==> src/rtl/apu_pkg.sv <==
// Shared APU multiply-path definitions: operand geometry and sequencer state encoding.
package apu_pkg;

    localparam int OPERAND_W = 16;
    localparam int MULT_ROWS = 15;

    typedef enum logic [1:0] {
        ST_IDLE    = 2'd0,
        ST_ACCUM   = 2'd1,
        ST_RESOLVE = 2'd2
    } state_e;

endpackage

==> src/rtl/array_mult_sequencer_multiadd15.sv <==
// One 15-bit carry-save adder row: three vectors in, sum and unshifted carry vector out.
module MultiAdd15 (
    input  logic [14:0] x_i,
    input  logic [14:0] y_i,
    input  logic [14:0] cin_i,
    output logic [14:0] sum_o,
    output logic [14:0] carry_o
);

    assign sum_o   = x_i ^ y_i ^ cin_i;
    assign carry_o = (x_i & y_i) | (x_i & cin_i) | (y_i & cin_i);

endmodule

==> src/rtl/array_mult_sequencer.sv <==
// Sequential 16x16 unsigned multiplier: reuses one MultiAdd15 row over 15 partial-product
// rows, then resolves the remaining sum/carry pair with a single ripple add.
//
// state      | meaning
// -----------+-------------------------------------------------------------
// ST_IDLE    | waiting for start; product holds last result
// ST_ACCUM   | folding partial-product row row_q (1..15) into sum/carry
// ST_RESOLVE | final 15-bit add of sum/carry, write product, pulse done
module array_mult_sequencer
    import apu_pkg::*;
(
    input  logic                   clk,
    input  logic                   reset,
    input  logic                   start,
    input  logic [OPERAND_W-1:0]   multiplicand,
    input  logic [OPERAND_W-1:0]   multiplier,
    output logic                   busy,
    output logic                   done,
    output logic [2*OPERAND_W-1:0] product
);

    state_e         state_q, state_d;
    logic [3:0]     row_q, row_d;
    logic [15:0]    a_q, a_d;
    logic [15:0]    b_q, b_d;
    logic [14:0]    sum_q, sum_d;
    logic [14:0]    carry_q, carry_d;
    logic           top_q, top_d;
    logic [15:0]    low_q, low_d;
    logic [31:0]    product_q, product_d;
    logic           busy_q, busy_d;
    logic           done_q, done_d;

    logic [14:0]    row_x, row_y, ma_sum, ma_carry;
    logic [15:0]    resolve_sum;

    // Previous row's sum is shifted right one place; its LSB has already retired to low_q.
    assign row_x = a_q[14:0] & {15{b_q[row_q]}};
    assign row_y = {top_q, sum_q[14:1]};

    MultiAdd15 u_row (
        .x_i     (row_x),
        .y_i     (row_y),
        .cin_i   (carry_q),
        .sum_o   (ma_sum),
        .carry_o (ma_carry)
    );

    assign resolve_sum = {1'b0, row_y} + {1'b0, carry_q};

    always_comb begin
        state_d   = state_q;
        row_d     = row_q;
        a_d       = a_q;
        b_d       = b_q;
        sum_d     = sum_q;
        carry_d   = carry_q;
        top_d     = top_q;
        low_d     = low_q;
        product_d = product_q;
        busy_d    = busy_q;
        done_d    = 1'b0;
        case (state_q)
            ST_IDLE: begin
                if (start) begin
                    a_d     = multiplicand;
                    b_d     = multiplier;
                    row_d   = 4'd1;
                    sum_d   = multiplicand[14:0] & {15{multiplier[0]}};
                    carry_d = '0;
                    top_d   = multiplicand[15] & multiplier[0];
                    low_d   = {15'd0, multiplicand[0] & multiplier[0]};
                    busy_d  = 1'b1;
                    state_d = ST_ACCUM;
                end
            end
            ST_ACCUM: begin
                low_d[row_q] = ma_sum[0];
                sum_d        = ma_sum;
                carry_d      = ma_carry;
                top_d        = a_q[15] & b_q[row_q];
                row_d        = row_q + 4'd1;
                if (row_q == 4'(MULT_ROWS)) begin
                    state_d = ST_RESOLVE;
                end
            end
            ST_RESOLVE: begin
                product_d = {resolve_sum, low_q};
                done_d    = 1'b1;
                busy_d    = 1'b0;
                state_d   = ST_IDLE;
            end
            default: begin
                busy_d  = 1'b0;
                state_d = ST_IDLE;
            end
        endcase
    end

    always_ff @(posedge clk or posedge reset) begin
        if (reset) begin
            state_q   <= ST_IDLE;
            row_q     <= '0;
            a_q       <= '0;
            b_q       <= '0;
            sum_q     <= '0;
            carry_q   <= '0;
            top_q     <= 1'b0;
            low_q     <= '0;
            product_q <= '0;
            busy_q    <= 1'b0;
            done_q    <= 1'b0;
        end else begin
            state_q   <= state_d;
            row_q     <= row_d;
            a_q       <= a_d;
            b_q       <= b_d;
            sum_q     <= sum_d;
            carry_q   <= carry_d;
            top_q     <= top_d;
            low_q     <= low_d;
            product_q <= product_d;
            busy_q    <= busy_d;
            done_q    <= done_d;
        end
    end

    assign busy    = busy_q;
    assign done    = done_q;
    assign product = product_q;

endmodule

==> config.mk <==
export PLATFORM = sky130hd
export DESIGN_NAME = array_mult_sequencer
export DESIGN_NICKNAME = d
export VERILOG_FILES = /design/src/rtl/apu_pkg.sv /design/src/rtl/array_mult_sequencer_multiadd15.sv /design/src/rtl/array_mult_sequencer.sv
export SDC_FILE = /design/constraint.sdc
export NUM_CORES = 1
export LEC_CHECK = 0
export CAP_MARGIN = 20
export CORE_UTILIZATION = 45
export DETAILED_ROUTE_END_ITERATION = 12
export DONT_BUFFER_PORTS = 1
export REMOVE_ABC_BUFFERS = 1
export SYNTH_ARGS = -nofsm -noshare
export SYNTH_HDL_FRONTEND = slang
export SYNTH_SLANG_ARGS = --single-unit
==> constraint.sdc <==
create_clock -name clk -period 4.93 [get_ports clk]
set_clock_uncertainty 0.15 [all_clocks]
set_input_delay 0.2465 -clock clk [delete_from_list [all_inputs] [get_ports clk]]
set_output_delay 0.2465 -clock clk [all_outputs]
set_load 0.005 [all_outputs]
# Word level (Yosys, flattened, before mapping)
# Index checks and enable logic that the tools add are counted.
[word_totals] out_inout_bits=34 in_bits=35 register_bits=119 word_cells=61
[op_classes] eq_ne=5 add_sub_neg=2 reduce_logical=7 muxes=21 n_bitwise=13 n_lt_le_gt_ge=2
[op_table] cell="15-bit AND" count=5
[op_table] cell="15-bit case mux with 2 select lines" count=2
[op_table] cell="16-bit case mux with 2 select lines" count=1
[op_table] cell="15-bit two-way mux" count=2
[op_table] cell="15-bit OR" count=2
[op_table] cell="15-bit XOR" count=2
[op_table] cell="15-bit by 15-bit adder with 16-bit output" count=1
[op_table] cell="16-bit bitwise mux" count=1
[op_table] cell="16-bit two-way mux" count=1
[op_table] cell="4-bit case mux with 2 select lines" count=1
[op_table] cell="2-bit AND reduction" count=4
[op_table] cell="4-bit by 5-bit < comparator with 1-bit output (second input constant)" count=1
[op_table] cell="1-bit two-way mux" count=5
[op_table] cell="4-bit by 1-bit adder with 4-bit output (second input constant)" count=1
[op_table] cell="1-bit binary-select mux with 4-bit select" count=1
[op_table] cell="1-bit demux with 4-bit select" count=1
[op_table] cell="4-bit == test (second input constant)" count=1
[op_table] cell="4-bit by 1-bit greater-or-equal comparator with 1-bit output (second input constant)" count=1
[op_table] cell="2-bit two-way mux" count=2
[op_table] cell="4-bit two-way mux" count=1
[op_table] cell="2-bit != test (second input constant)" count=2
[op_table] cell="1-bit case mux with 2 select lines" count=2
[op_table] cell="2-bit case mux with 2 select lines" count=1
[op_table] cell="1-bit AND" count=3
[op_table] cell="6 further kinds" count=6

# Depth between registers and ports, before layout
# Gate-level depths: netlist of the first run.
[depth] word_depth=7 mapped_depth=9 ltp_nobuf=8

# By module
# From an unflattened synthesis of the first run, not the netlist that was laid out.
[unflattened] cells_unflattened=655 hier_area_um2=6025.8
[by_module_without_submodules] module="array_mult_sequencer" n_inst=1 seq_area_each_um2=2952.8 area_each_um2=5725.5 cells_per_inst=640
[by_module_without_submodules] module="MultiAdd15" n_inst=1 seq_area_each_um2=0.0 area_each_um2=300.3 cells_per_inst=15

# Least setup slack after synthesis of the first run
# Ideal clock, no wire load.
[synth_timing] path_kind="reg2reg" from="register row_q[0]" to="register sum_q[10]" required_time_ns=4.653 setup_slack_ns=2.065 synth_period_minus_slack_ns=2.865 path_stages_with_launch=9 arrival_ns=2.588 n_path_buf=2 path_cell_list="dfrtp_1 buf_6 mux4_2 mux4_2 buf_6 and2_1 fa_1 a222oi_1 inv_1"
[synth_via] elab_chain_len=6
[synth_lines] item="start, declared" line="array_mult_sequencer.sv:23" rtl="logic [3:0] row_q, row_d;"
[synth_lines] item="start signal, assigned" line="array_mult_sequencer.sv:115" rtl="row_q <= row_d;"
[synth_lines] item="1-bit binary-select mux with 4-bit select" line="array_mult_sequencer.sv:38" rtl="assign row_x = a_q[14:0] & {15{b_q[row_q]}};"
[synth_lines] item="1-bit two-way mux (not written as such)" line="array_mult_sequencer.sv:38"
[synth_lines] item="15-bit AND" line="array_mult_sequencer.sv:38"
[synth_lines] item="15-bit XOR (2 in a row)" line="array_mult_sequencer_multiadd15.sv:10" rtl="assign sum_o = x_i ^ y_i ^ cin_i;"
[synth_lines] item="15-bit case mux with 2 select lines" line="array_mult_sequencer.sv:63" rtl="case (state_q)"
[synth_lines] item="end signal, assigned" line="array_mult_sequencer.sv:118" rtl="sum_q <= sum_d;"
[synth_lines] item="end, declared" line="array_mult_sequencer.sv:26" rtl="logic [14:0] sum_q, sum_d;"
# No other way between the ends. The select of a mux whose other input is x is not followed.
# A chain may end at the register's enable or synchronous reset.

# Worst setup path in the final report of the first run
[layout_timing] from="register row_q[0]" to="register low_q[5]"
[layout_via] elab_chain_len=7
[layout_lines] item="1-bit binary-select mux with 4-bit select" line="array_mult_sequencer.sv:38"
[layout_lines] item="1-bit two-way mux (not written as such)" line="array_mult_sequencer.sv:38"
[layout_lines] item="15-bit AND" line="array_mult_sequencer.sv:38"
[layout_lines] item="15-bit XOR (2 in a row)" line="array_mult_sequencer_multiadd15.sv:10"
[layout_lines] item="16-bit bitwise mux (*)" line="array_mult_sequencer.sv:78" rtl="low_d[row_q] = ma_sum[0];"
[layout_lines] item="16-bit case mux with 2 select lines (*)" line="array_mult_sequencer.sv:63"
[layout_lines] item="end signal, assigned" line="array_mult_sequencer.sv:121" rtl="low_q <= low_d;"
[layout_lines] item="end, declared" line="array_mult_sequencer.sv:29" rtl="logic [15:0] low_q, low_d;"
# Mark *: on every way between the ends. The rest lies on a longest branch, timed or not. The select of a mux whose other input is x is not followed.

==> results of run 1 <==
## how the worst max path moves through the flow
| stage | endpoint | slack, ns | cells past startpoint |
|---|---|---|---|
| after CTS | low_q[5]$_DFFE_PP0P_ | 1.63 | 7 |
| final | low_q[5]$_DFFE_PP0P_ | 1.62 | 7 |
| after global placement | low_q[10]$_DFFE_PP0P_ | 1.68 | 7 |
| after global routing | low_q[13]$_DFFE_PP0P_ | 1.42 | 7 |
| after detailed placement | low_q[15]$_DFFE_PP0P_ | 1.65 | 7 |
| after floorplan | a_q[0]$_DFFE_PP0P_ | 1.40 | 1 |
## cells in the final DEF (no fill, tap or decap), types with 10 or more instances in the layout
master and count:
a21oi_1 25, a222oi_1 14, a22o_1 15, and2_1 16
clkbuf_16 17, dfrtp_1 118, dlygate4sd3_1 34, fa_1 16
ha_1 19, inv_1 23, nand2_1 171, nor2_1 10
o21ai_1 47
## metrics by stage
step	total power [mW]	hold slack, ns	instance area, um2	cells
5_1_grt	4.82	0.160	6860	794
3_5_place_dp	3.25	0.207	5930	731
4_1_cts	4.52	0.114	6860	794
6_report	4.48	0.128	6860	794
2_1_floorplan	2.78	0.202	5630	553
3_3_place_gp	3.17	0.205	5900	730
## worst min-delay path: stages
cell,delay (ns)
o21bai_4,0.22
nand2_1,0.13
o21ai_1,0.05
## flip-flops by register name, summed over array words and instances (netlist names)
signal   count
product     32
sum_q       14
a_q         16
carry_q     15
done         1
top_q        1
b_q         16
state_q      2
low_q       16
busy         1
row_q        4
## power groups by stage
| stage | registers (mW) | logic, mW | clock network (mW) |
|---|---|---|---|
| 5_1_grt | 1.69 | 1.85 | 1.28 |
| 3_5_place_dp | 1.65 | 1.60 | 0 |
| 6_report | 1.63 | 1.62 | 1.22 |
| 4_1_cts | 1.64 | 1.64 | 1.25 |
| 2_1_floorplan | 1.55 | 1.23 | 0 |
| 3_3_place_gp | 1.64 | 1.53 | 0 |
## metal layers
layer | wire [um] | part of all wire (%) | GRT usage, %
met1 | 5730 | 45 | 28.1
met2 | 6240 | 49 | 34.1
met4 | 204 | 1.6 | 9.09
met3 | 554 | 4.4 | 5.48
met5 | 0 | 0 | 0
## layout make-up
class,instances,area share [%]
multi-input cells,410,37.9
well taps,172,3.14
flip-flops and latches,118,43.1
clock buffers,26,7.57
inverters,25,1.41
repair buffers,40,5.91
clock inverters,3,0.949
## cells by family after synthesis
logic type,after synthesis
mux,6
simple gates,227
buf+inv,58
flops,118
compound gates,132
xor+xnor,10
fa+ha+maj,35
## timing repair
item	CTS	global route
hold buffers	34	0
setup endpoints to repair	0	0
hold endpoints to repair	122	0
==> out/qor.csv, run 1 <==
metric,value,unit
"EDFF count, synth",0,
Critical Path AT,3.50,ns
syn avg cell area,9.85,um2
shortest period the worst path allows,3.31,ns
Logic pwr share,36.3,%
largest net degree at the start of global routing,76,
wire length of the first global-routing pass,21.3,mm
Power per Cell Area,653,nW/um2
Die Y,115,um
CP required,5.11,ns
top-count cell post-synth,nand2_1,
async set-reset flop share out of synthesis,100,%
Critical path origin,row_q[0]$_DFFE_PP0P_,
FF-to-FF path depth,7,
GRT Overall Usage,21.5,%
unrepaired setup endpoints after global routing,no,
Simple-Gate Fraction of Synth Area,16.7,%
startpoint types,register,
Synth top cells by count,"nand2_1 (171), dfrtp_1 (118), o21ai_1 (47), clkbuf_1 (29), a21oi_1 (25)",
Core Area,12600,um2
register area,2950,um2
HPWL Detailed,8.42,mm
clock share of power,27.3,%
status,completed,
Leak Pwr,3.39,nW
Compound-Gate Fraction of Synth Area,14.8,%
H-tree Lvls,4,
clock buffer depth,2,
share of cells above drive strength 1,7.07,%
wire per inst,16.0,um
CP peak stage delay,0.66,ns
Resize count post-CTS,0,
CP endpoint kind,register,
crit path max-delay cell type,mux4_2,
area of the die,13300,um2
WHS Endpoint,carry_q[0]$_DFFE_PP0P_,
cts bufs inserted,17,
fmax,302,MHz
DRC Markers,0,
Synth Instances,586,
DR vias,4247,
filler cell count,1116,
Multi-input gate area,2600,um2
final setup vio count,0,
Place WS,1.65,ns
WP buf/inv,0,
part of the cycle the worst path needs,67.2,%
Core Rows,41,
setup ws final,1.62,ns
RR Endpoint,low_q[5]$_DFFE_PP0P_,
DRT iter0 DRCs,280,
Sum Neg Setup Slack,0,ns
crit path cell chain,mux4_2 > mux4_2 > nand2_1 > fa_1 > nor2_1 > nand2_1 > o21ai_1,
RePlAce Congestion,0.834,
initial core utilization,45.9,%
cell internal pwr,2.85,mW
Worst-path clk slew,0.05,ns
kind of cell adding the most delay to the critical path,multiplexers,
Hold Crit Class,input port to register,
dominant cell type by area after synthesis,dfrtp_1,
Post-Synthesis Cell Area,5770,um2
register area share after synthesis,51.1,%
antenna cells,0,
# clock sinks,118,
Routed Antenna Nets,0,
reg2reg setup slack,1.62,ns
final core utilization,54.5,%
hold path start,start,
ys flop type,dfrtp_1,
Hold Path Stages,3,
Synth Register Bits,118,
VDD IR max,0.309,mV
Slew @ Worst Pin,0.907,ns
top cell type's share of synthesized area,51.1,%
CTS tree,yes,
PortBufs,0,
postcts setup bufs,0,
final wirelength,12.7,mm
initial antenna violation count,0,
Max Transition Viols Final,0,
Ports,69,
warnings from Yosys,0,
switching share of power,36.4,%
distinct cell type count after synthesis,42,
Psw,1.63,mW
via/cell ratio,5.35,
Sequential Power Share,36.4,%
mux cell area share after synthesis,2.15,%
nets,682,
gr ovfl total,0,
clk_lat worst skew,0.42,ns
root buf cell,clkbuf_16,
max_cap viols,0,
Die Width,115,um
kind of critical path,register to register,
Slew HR,39.6,%
Layout area overhead,18.7,%
Post-Synth XOR/XNOR Area,1.52,%
"Max FO, Critical Path",16,
largest family of logic cells by synthesized area,simple AND/OR/NAND/NOR gates,
drt first pass iters,6,
vias in the first global route,4179,
Post-Synth Adder-Cell Area,9.67,%
Fin. Hold Viols,0,
synth top area cells,"dfrtp_1 (51%), nand2_1 (11%), fa_1 (5.5%), ha_1 (4.1%), o21ai_1 (4.1%)",
reg2reg start,row_q[0]$_DFFE_PP0P_,
Note: power is estimated with default switching activity, not from simulation.
==> run 2, diff against run 1 <==
- clock period: 4.93 -> 3.2 ns (I/O delays scaled with it)
==> run 2 against run 1 <==
Against the previous run: routed wire length up 4.7%; flip-flop and latch count unchanged; die area unchanged; via count up 1.6%; first-iteration DRC count up 1.1%; final area up 1.2%; combinational power up 66%; critical path type unchanged; register-to-register slack worse by 1.5 ns; largest power group is now combinational logic.
==> out/qor.csv, run 2 (synthesis results as in run 1) <==
metric,value,unit,change
largest net degree at the start of global routing,62,,was 76
fmax,322,MHz,was 302 MHz
HPWL Detailed,8.53,mm,was 8.42 mm
startpoint types,register,,unchanged
final core utilization,55.2,%,was 54.5%
Slew HR,49.3,%,was 39.6%
Worst-path clk slew,0.05,ns,about the same
Core Area,12600,um2,unchanged
clock share of power,26.9,%,was 27.3%
Sum Neg Setup Slack,0,ns,unchanged
switching share of power,37.1,%,was 36.4%
CP endpoint kind,register,,unchanged
Sequential Power Share,35.1,%,was 36.4%
final wirelength,13.3,mm,was 12.7 mm
wire per inst,16.6,um,was 16.0 um
reg2reg setup slack,0.1,ns,was 1.62 ns
CTS tree,yes,,unchanged
kind of critical path,register to register,,unchanged
Hold Crit Class,input port to register,,unchanged
max reg flops,32,,unchanged
vias in the first global route,4255,,"was 4,179"
initial antenna violation count,0,,unchanged
clk_lat worst skew,0.41,ns,was 0.42 ns
Routed Antenna Nets,0,,unchanged
Fin. Hold Viols,0,,unchanged
# clock sinks,118,,unchanged
PortBufs,0,,unchanged
DR vias,4317,,"was 4,247"
Hold WS,0.0250,ns,was 0.128 ns
H-tree Lvls,4,,unchanged
area of the die,13300,um2,unchanged
Die Y,115,um,unchanged
Die Width,115,um,unchanged
Ports,69,,unchanged
gr ovfl total,0,,unchanged
share of cells above drive strength 1,9.35,%,was 7.07%
Place WS,0.0462,ns,was 1.65 ns
"leading cell type in the layout, fill and taps excluded",nand2_1,,unchanged
Power per Cell Area,1020,nW/um2,was 653 nW/um2
CP required,3.33,ns,was 5.11 ns
part of the cycle the worst path needs,96.9,%,was 67.2%
Slew @ Worst Pin,0.761,ns,was 0.907 ns
VDD IR max,0.383,mV,was 0.309 mV
Critical Path AT,3.24,ns,was 3.50 ns
clock buffer depth,2,,unchanged
shortest period the worst path allows,3.10,ns,was 3.31 ns
antenna cells,0,,unchanged
design area,6940,um2,was 6860 um2
initial core utilization,45.9,%,unchanged
unrepaired setup endpoints after global routing,no,,unchanged
max_cap viols,0,,unchanged
wire length of the first global-routing pass,21.6,mm,was 21.3 mm
setup ws final,0.0983,ns,was 1.62 ns
via/cell ratio,5.38,,was 5.35
Max Transition Viols Final,0,,unchanged
Leak Pwr,3.43,nW,was 3.39 nW
nets,689,,was 682
"Max FO, Critical Path",8,,was 16
GRT Overall Usage,21.5,%,about the same
DRT iter0 DRCs,283,,was 280
"commonest cells after routing, fill and taps aside","nand2_1 (171), dfrtp_1 (117), o21ai_1 (47)",,"was nand2_1 (171), dfrtp_1 (118), o21ai_1 (47)"
root buf cell,clkbuf_16,,unchanged
cts bufs inserted,17,,unchanged
Logic pwr share,38.0,%,was 36.3%
final setup vio count,0,,unchanged
Psw,2.62,mW,was 1.63 mW
drt first pass iters,5,,was 6
RePlAce Congestion,0.857,,was 0.834
DRC Markers,0,,unchanged
status,completed,,unchanged
Layout area overhead,20.1,%,was 18.7%
cell internal pwr,4.45,mW,was 2.85 mW
Core Rows,41,,unchanged
"Cell Area, Placed",5980,um2,was 5930 um2
-- run 2: power by group through the flow --
stage / clock network (mW) / registers [mW] / logic [mW]
finish: 1.91 / 2.48 / 2.69
CTS: 1.94 / 2.48 / 2.60
global route: 2.02 / 2.57 / 3.03
global placement: 0 / 2.49 / 2.44
floorplan: 0 / 2.39 / 1.89
detailed placement: 0 / 2.49 / 2.52
-- run 2: timing repair --
| action | in CTS | in global routing |
|---|---|---|
| hold buffers | 33 | 0 |
| setup endpoints to repair | 0 | 20 |
| resized for setup | 0 | 3 |
| buffers inserted | 0 | 0 |
| hold endpoints to repair | 106 | 0 |
-- run 2: per-stage QoR --
step / total power [mW] / instances
finish: 7.08 / 803
floorplan: 4.28 / 553
detailed placement: 5.01 / 738
global placement: 4.93 / 738
global route: 7.61 / 803
CTS: 7.03 / 802
-- run 2: worst paths after layout --
path / startpoint / endpoint / cells past startpoint
max: row_q[0]$_DFFE_PP0P_ / sum_q[2]$_DFFE_PP0P_ / 6
min: start / busy$_DFFE_PP0P_ / 2
max reg2reg: row_q[0]$_DFFE_PP0P_ / sum_q[2]$_DFFE_PP0P_ / 6
min reg2reg: a_q[8]$_DFFE_PP0P_ / a_q[8]$_DFFE_PP0P_ / 2
max in group asynchronous: reset / low_q[2]$_DFFE_PP0P_ / 3
min in group asynchronous: reset / product[19]$_DFFE_PP0P_ / 2
-- run 2: final cells by class --
cell class,instances,area [um2]
multi-input combinational,411,2630
clock inverter,8,95.1
sequential,118,2950
fill,1118,5630
timing repair buffer,46,440
clock buffer,23,508
inverter,25,96.3
tap,172,215
-- run 2: worst max-delay path: stages, from the launching register on --
cell and delay (ns):
dfrtp_2 0.43, mux4_2 0.57, mux4_2 0.63, and2_1 0.23
fa_1 0.48, a222oi_1 0.40, inv_1 0.08
-- run 2: layer usage --
metal,vias to the layer above,share of wire [%],global-route usage (%)
met2,98,48,33.2
met4,0,2.1,10.1
met3,18,4.3,5.96
li1,2073,-,-
met5,-,0,0
met1,2128,45,28.1
